**src/rtl/multdiv_ctrl.sv**
```systemverilog
// ---------------------------------------------------------------------------
// multdiv_ctrl
//   Sequences a multi-cycle multiply/divide unit on behalf of a simple
//   in-order pipeline. An R-type mult/div in decode is accepted in IDLE. Its
//   operands, destination and kind are latched. The unit is started with a
//   one-cycle pulse, and the controller waits for md_ready. It then performs
//   a single register-file write: either the result to rd or an exception
//   code to RSTATUS_REG. The upstream pipeline is stalled while the
//   operation is in flight.
//
// Optional feature:
//   MULTDIV_TIMEOUT_EN - adds a WAIT-state watchdog. After TIMEOUT_CYCLES
//   WAIT cycles without md_ready, the controller writes back an exception.
//
// Ports:
//   clock, reset            - single clock, synchronous active-high reset
//   issue_valid, op, alu_op - decode-stage instruction and its encoding
//   rd, data_a, data_b      - destination register and source operands
//   md_result, md_exception,
//   md_ready                - response from the multdiv unit
//   ctrl_mult, ctrl_div     - one-cycle start pulses to the multdiv unit
//   md_operand_a/b          - latched operands presented to the unit
//   stall                   - freezes the upstream pipeline
//   wb_en, wb_reg, wb_data  - register-file write port
// ---------------------------------------------------------------------------
module multdiv_ctrl #(
  parameter int unsigned RSTATUS_REG    = 30,
  parameter int unsigned TIMEOUT_CYCLES = 48
) (
  input  logic        clock,
  input  logic        reset,
  input  logic        issue_valid,
  input  logic [4:0]  op,
  input  logic [4:0]  alu_op,
  input  logic [4:0]  rd,
  input  logic [31:0] data_a,
  input  logic [31:0] data_b,
  input  logic [31:0] md_result,
  input  logic        md_exception,
  input  logic        md_ready,
  output logic        ctrl_mult,
  output logic        ctrl_div,
  output logic [31:0] md_operand_a,
  output logic [31:0] md_operand_b,
  output logic        stall,
  output logic        wb_en,
  output logic [4:0]  wb_reg,
  output logic [31:0] wb_data
);

  localparam logic [4:0]  OP_RTYPE  = 5'b00000;
  localparam logic [4:0]  FN_MULT   = 5'b00110;
  localparam logic [4:0]  FN_DIV    = 5'b00111;
  localparam logic [31:0] CODE_MULT = 32'd4;
  localparam logic [31:0] CODE_DIV  = 32'd5;

  typedef enum logic [1:0] {
    S_IDLE  = 2'd0,
    S_START = 2'd1,
    S_WAIT  = 2'd2,
    S_WB    = 2'd3
  } state_e;

  state_e      state_q, state_d;
  logic [31:0] op_a_q, op_a_d;
  logic [31:0] op_b_q, op_b_d;
  logic [4:0]  rd_q, rd_d;
  logic        is_div_q, is_div_d;
  logic [31:0] result_q, result_d;
  logic        exc_q, exc_d;
`ifdef MULTDIV_TIMEOUT_EN
  localparam logic [5:0] TIMEOUT_LAST = 6'(TIMEOUT_CYCLES - 1);
  logic [5:0]  cnt_q, cnt_d;
`endif

  logic is_md_op;
  logic accept;

  assign is_md_op = issue_valid && (op == OP_RTYPE) &&
                    ((alu_op == FN_MULT) || (alu_op == FN_DIV));
  // Requests are only taken in IDLE; in the other states the stalled
  // pipeline keeps presenting them until the controller comes back to IDLE.
  assign accept   = is_md_op && (state_q == S_IDLE);

  // Next-state and register update logic.
  always_comb begin
    // NOTE: every signal assigned here gets a default first, so no path
    // can leave one unassigned and infer a latch.
    state_d  = state_q;
    op_a_d   = op_a_q;
    op_b_d   = op_b_q;
    rd_d     = rd_q;
    is_div_d = is_div_q;
    result_d = result_q;
    exc_d    = exc_q;
`ifdef MULTDIV_TIMEOUT_EN
    cnt_d    = cnt_q;
`endif
    unique case (state_q)
      S_IDLE: begin
        if (accept) begin
          state_d  = S_START;
          op_a_d   = data_a;
          op_b_d   = data_b;
          rd_d     = rd;
          is_div_d = (alu_op == FN_DIV);
        end
      end
      S_START: begin
        // md_ready is deliberately ignored here; the unit has only just
        // been started.
        state_d = S_WAIT;
`ifdef MULTDIV_TIMEOUT_EN
        cnt_d   = '0;
`endif
      end
      S_WAIT: begin
        if (md_ready) begin
          // A response arriving on the timeout cycle still wins.
          state_d  = S_WB;
          result_d = md_result;
          exc_d    = md_exception;
`ifdef MULTDIV_TIMEOUT_EN
        end else if (cnt_q == TIMEOUT_LAST) begin
          state_d  = S_WB;
          result_d = '0;
          exc_d    = 1'b1;
        end else begin
          cnt_d    = cnt_q + 6'd1;
`endif
        end
      end
      S_WB: begin
        state_d = S_IDLE;
      end
      default: state_d = S_IDLE;
    endcase
  end

  always_ff @(posedge clock) begin
    // NOTE: sequential state uses non-blocking assignments so every flop
    // samples the pre-edge values regardless of statement order.
    if (reset) begin
      state_q  <= S_IDLE;
      op_a_q   <= '0;
      op_b_q   <= '0;
      rd_q     <= '0;
      is_div_q <= 1'b0;
      result_q <= '0;
      exc_q    <= 1'b0;
`ifdef MULTDIV_TIMEOUT_EN
      cnt_q    <= '0;
`endif
    end else begin
      state_q  <= state_d;
      op_a_q   <= op_a_d;
      op_b_q   <= op_b_d;
      rd_q     <= rd_d;
      is_div_q <= is_div_d;
      result_q <= result_d;
      exc_q    <= exc_d;
`ifdef MULTDIV_TIMEOUT_EN
      cnt_q    <= cnt_d;
`endif
    end
  end

  // Outputs. They are masked by reset so that the whole interface reads
  // zero while reset is held, even before the synchronous reset has taken
  // effect on the state register.
  always_comb begin
    ctrl_mult    = 1'b0;
    ctrl_div     = 1'b0;
    stall        = 1'b0;
    wb_en        = 1'b0;
    wb_reg       = '0;
    wb_data      = '0;
    md_operand_a = '0;
    md_operand_b = '0;
    if (!reset) begin
      md_operand_a = op_a_q;
      md_operand_b = op_b_q;
      unique case (state_q)
        S_IDLE:  stall = accept;
        S_START: begin
          stall     = 1'b1;
          ctrl_mult = !is_div_q;
          ctrl_div  = is_div_q;
        end
        S_WAIT:  stall = 1'b1;
        S_WB: begin
          if (exc_q) begin
            wb_en   = 1'b1;
            wb_reg  = 5'(RSTATUS_REG);
            wb_data = is_div_q ? CODE_DIV : CODE_MULT;
          end else begin
            // A result for r0 is discarded.
            wb_en   = (rd_q != 5'd0);
            wb_reg  = rd_q;
            wb_data = result_q;
          end
        end
        default: ;
      endcase
    end
  end

endmodule
```
**config.mk**
```make
export PLATFORM = sky130hd
export DESIGN_NAME = multdiv_ctrl
export DESIGN_NICKNAME = d
export VERILOG_FILES = /design/src/rtl/multdiv_ctrl.sv
export SDC_FILE = /design/constraint.sdc
export NUM_CORES = 1
export LEC_CHECK = 0
export BUFFER_PORTS_ARGS = -buffer_cell sky130_fd_sc_hd__buf_4
export CELL_PAD_IN_SITES_DETAIL_PLACEMENT = 2
export CELL_PAD_IN_SITES_GLOBAL_PLACEMENT = 2
export CORE_UTILIZATION = 24
export DETAILED_ROUTE_END_ITERATION = 8
export PLACE_DENSITY_LB_ADDON = 0.08
export SLEW_MARGIN = 20
export SYNTH_ARGS = -nofsm -noshare
export SYNTH_HDL_FRONTEND = slang
export SYNTH_SLANG_ARGS = --single-unit
```
**constraint.sdc**
```tcl
create_clock -name clock -period 1.75 [get_ports clock]
set_input_delay 0.2625 -clock clock [delete_from_list [all_inputs] [get_ports clock]]
set_output_delay 0.2625 -clock clock [all_outputs]
set_load 0.01 [all_outputs]
```
Yosys cells after proc, flatten, opt, wreduce, memory -nomap -nowiden
Cells that the tools add are included. W data, S select, Z words.

Output and inout port bits: 105. Bits in registers: 105. Logic and storage cells: 47. Input port bits: 116.

Equal/unequal tests: 7. Mux-type cells: 21. Reduce and logical (&&, ||, !) cells: 12.

Operators with widths (number): $mux W32 (5); $mux W5 (3); $eq A5 B3 Y1 const B (2); $mux W1 (9); $pmux W2 S4 (1); $reduce_and A2 Y1 (3); $logic_not A5 Y1 (1); $reduce_bool A5 Y1 (1); $eq A2 B2 Y1 const B (2); $mux W2 (2); $ne A2 B2 Y1 const B (2); $logic_and A1 B1 Y1 (3); $eq A2 B1 Y1 const B (1); $logic_not A2 Y1 (1); $pmux W1 S2 (1); $reduce_or A2 Y1 (1); $logic_not A1 Y1 (1); $logic_or A1 B1 Y1 (1).

Depth between registers and ports, before layout
Word-level depth: 6. Mapped depth: 7. Mapped depth without buffers: 6.

Worst setup path before layout
Ideal clock, no wire load.

Kind: input to output. Start: input port op[1]. End: output port stall. Buffers on the path: 2. Data arrival time: 1363 ps. Data required time: 1487 ps. Stages: 6. Path slack: 125 ps. Cells stage by stage: nor4_2 > and4_1 > buf_4 > buf_4 > nor2_1 > nor3_1.

Cells in the longest elaborated chain, start to end: 6.

Ends and longest elaborated chain: start, declared (line 33) `input logic [4:0] op,`; $logic_not A5 Y1 (line 79) `assign is_md_op = issue_valid && (op == OP_RTYPE) &&`; $logic_and A1 B1 Y1 (2 in series) (line 79); $logic_and A1 B1 Y1 (line 83) `assign accept = is_md_op && (state_q == S_IDLE);`; $pmux W1 S2 (line 183) `unique case (state_q)`; $mux W1 (line 180) `if (!reset) begin`; end, declared (line 45) `output logic stall,`.

No other way between the ends.

Worst setup path after layout
Start: register state_q[0]. End: output port wb_data[8].

Cells in the longest elaborated chain, start to end: 3.

Ends and longest elaborated chain: start, declared (line 64) `state_e state_q, state_d;`; start signal, assigned (line 155) `state_q <= state_d;`; $eq A2 B2 Y1 (line 183); $mux W32 (line 183); $mux W32 (line 180); end, declared (line 48) `output logic [31:0] wb_data`.

No other way between the ends.

==> flow_summary_export.csv <==
group,metric,value,unit
synth,synth_edf_count,0,
cts,clock_path_buffers,2,
detailed_routing,drt_iter0_markers,168,
die,coreArea,0.0181,sq mm
timing,final_max_slew_viol_count,0,
detailed_routing,wl,16600,microns
global_routing,grt_max_degree,150,
timing,rsz0062_at_grt,"true",
cts,clock-root-buffer,"clkbuf_16",
detailed_routing,drc_errors,26,
pwr,powerDensity,712,mW/mm^2
worst_hold_path,holdCritPathClass,"in -> reg",
setup_path,cp.required,1.49,ns
timing,clock_skew,0.00663,ns
die,die_w,138,microns
synth,synthesis.nets,718,
die,initial_core_util,24.7,%
timing,hold_viol_final,0,
setup_path,cp_max_fo,8,
setup_path,cp.arrival,1.54,ns
pwr,irDropWorstVdd,0.000416,V
detailed_routing,first_pass_iters,6,
cells_and_area,fin_nets,924,
cells_and_area,syn_to_final_growth,54.2,%
setup_path,critPathCaptureType,"output pin",
global_routing,grt_pass1_vias,5080,
pwr,leakagePower,2.82,nW
cts,cts_tree,"done",
setup_path,regToRegSetupSlack,0.24,ns
synth,synth_ff_type,"dfxtp_1",
setup_path,critPathKind,"reg -> out",
timing,timing.max_slew.rel_slack,58.0,%
status,status,"finished with violations",
synth,ys_seq_area_share,47.1,%
global_routing,grtUsageTotal,17.5,%
cells_and_area,drive_above_1_share,35.8,%
timing,final.setup.tns,-1.32,ns
timing,period_share,103,%
detailed_routing,via_per_inst,4.47,
synth,synth_cells,597,
cts,clkTransAtPathRegs,0.07,ns
placement,place_area,0.00637,sq mm
global_routing,antenna_found_initial,0,
cells_and_area,finalInstanceArea,0.00688,sq mm
timing,timing.final.crit_period,1.81,ns
synth,synth_area_per_cell,7.47,sq um
placement,port_buffers,220,
detailed_routing,via_count,4628,
die,die_h,138,microns
setup_path,start_kind,"flip-flop",
die,num_io_pins,221,
status,violations,"design-rule violations, negative setup slack",
placement,place_hpwl,11600,microns
timing,clock.fmax,554,MHz
placement,gp_congestion,0.723,
cts,insertion_delay,0.35,ns
synth,yosysUniqueCellTypes,26,
cts,h-tree-depth,3,
synth,synth_area,0.00446,sq mm
timing,worst_slack,-0.0565,ns
synth,synthArstFlopShare,0,%
cells_and_area,antenna_cells,0,
detailed_routing,antenna_left,0,
synth,ys_warn_count,0,
run,max_cap_violations,0,
cts,cts_made_buffers,9,
global_routing,grt_pass1_wl,26600,microns
timing,finalSetupViolations,32,
global_routing,grt-ovfl-total,0,
timing,worstMarginPinSlew,0.630,ns
detailed_routing,wire_per_inst,16.0,microns
die,placementRows,49,
die,fp.dieArea,0.0191,sq mm
synth,ys_seq_elements,105,
cts,clkSinkCount,105,
layer usage:
| metal | track usage, % | part of all wire [%] |
|---|---|---|
| met1 | 19.9 | 41 |
| met2 | 31.3 | 50 |
| met3 | 5.51 | 8.0 |
| met4 | 5.32 | 1.2 |
| met5 | 0 | 0 |
stage by stage:
stage                     instances  utilization, %  power (mW)  hold WS [ns]  worst slack (ns)
after floorplan                 597               -        2.64         0.398             0.125
after global placement         1015            35.2        2.91         0.437            0.0250
after detailed placement       1015            35.2        2.93         0.446           -0.0126
after CTS                      1035            38.0        5.01         0.143            -0.175
after global routing           1036            38.0        5.13         0.158            -0.138
final                          1036            38.0        4.90         0.160           -0.0565
final cells by class:
cell class	count	area (sq um)
clock inverter	4	45.0
inverter	4	17.5
fill	2109	11200
multi-input combinational	443	2250
timing repair buffer	240	1940
tap	229	287
sequential	105	2110
clock buffer	11	233
placed cells by master (no fill, tap or decap), types with 2 or more instances in the layout:
| cell | n |
|---|---|
| a211oi_1 | 2 |
| a21oi_1 | 104 |
| and2_1 | 15 |
| and2_4 | 17 |
| buf_12 | 5 |
| buf_4 | 215 |
| buf_6 | 20 |
| clkbuf_1 | 2 |
| clkbuf_16 | 9 |
| clkinv_2 | 3 |
| dfxtp_1 | 103 |
| dfxtp_4 | 2 |
| ha_1 | 3 |
| ha_4 | 2 |
| inv_1 | 2 |
| nand2_1 | 206 |
| nor2_1 | 8 |
| nor2_2 | 5 |
| nor2b_1 | 65 |
cells in the mapped netlist, types with 2 or more instances:
library cell    n  share of area [%]
clkbuf_1       34                2.9
nand2_1       207                 17
buf_4           8                1.3
ha_1            5                1.4
nor2_1         14                1.2
inv_1           4               0.34
a21oi_1       105                 12
buf_1           2               0.17
dfxtp_1       105                 47
and2_1         32                4.5
nor2b_1        65                9.1
a211oi_1        2               0.34
logic make-up (layout without fill, tap and decap cells):
logic type      after synthesis  in the layout  synth area share (%)
compound gates              109            109                  12.5
fa+ha+maj                     5              5                  1.40
simple gates                328            328                  33.9
mux                           1              1                 0.224
flops                       105            105                  47.1
buf+inv                      49            259                  4.82
sequential cells by signal, summed over array words and instances (netlist names):
name and count:
op_a_q 32, is_div_q 1, rd_q 5, result_q 32, op_b_q 32, state_q 2
exc_q 1
timing repair:
| item | 4_1_cts | 5_1_grt |
|---|---|---|
| setup endpoints to repair | 39 | 32 |
| buffers inserted | 3 | 4 |
| resized for setup | 51 | 14 |
| pin swaps | 20 | 3 |
| gates cloned | 2 | 0 |
| hold buffers | 0 | 0 |
worst max-delay path, cell delays in order, from the launching register on:
cell and delay (ns):
dfxtp_4 0.38, ha_4 0.15, nand2_4 0.07, nor2_4 0.17, buf_6 0.18, and2_4 0.15, buf_6 0.09
final timing paths:
kind,start,to,depth (start not counted)
setup / recovery,state_q[0]$_SDFFE_PP0P_,wb_data[8],6
hold / removal,data_a[29],op_a_q[29]$_SDFFE_PP0P_,3
setup reg to reg,state_q[0]$_SDFFE_PP0P_,op_a_q[8]$_SDFFE_PP0P_,7
hold reg to reg,result_q[26]$_SDFFE_PP0P_,result_q[26]$_SDFFE_PP0P_,2
where the power goes:
group	switching (mW)	internal, mW
clock network	0.899	1.10
registers	0.0230	2.41
logic	0.212	0.256
total	1.13	3.77
No activity file was read; power rests on OpenSTA's default activity.
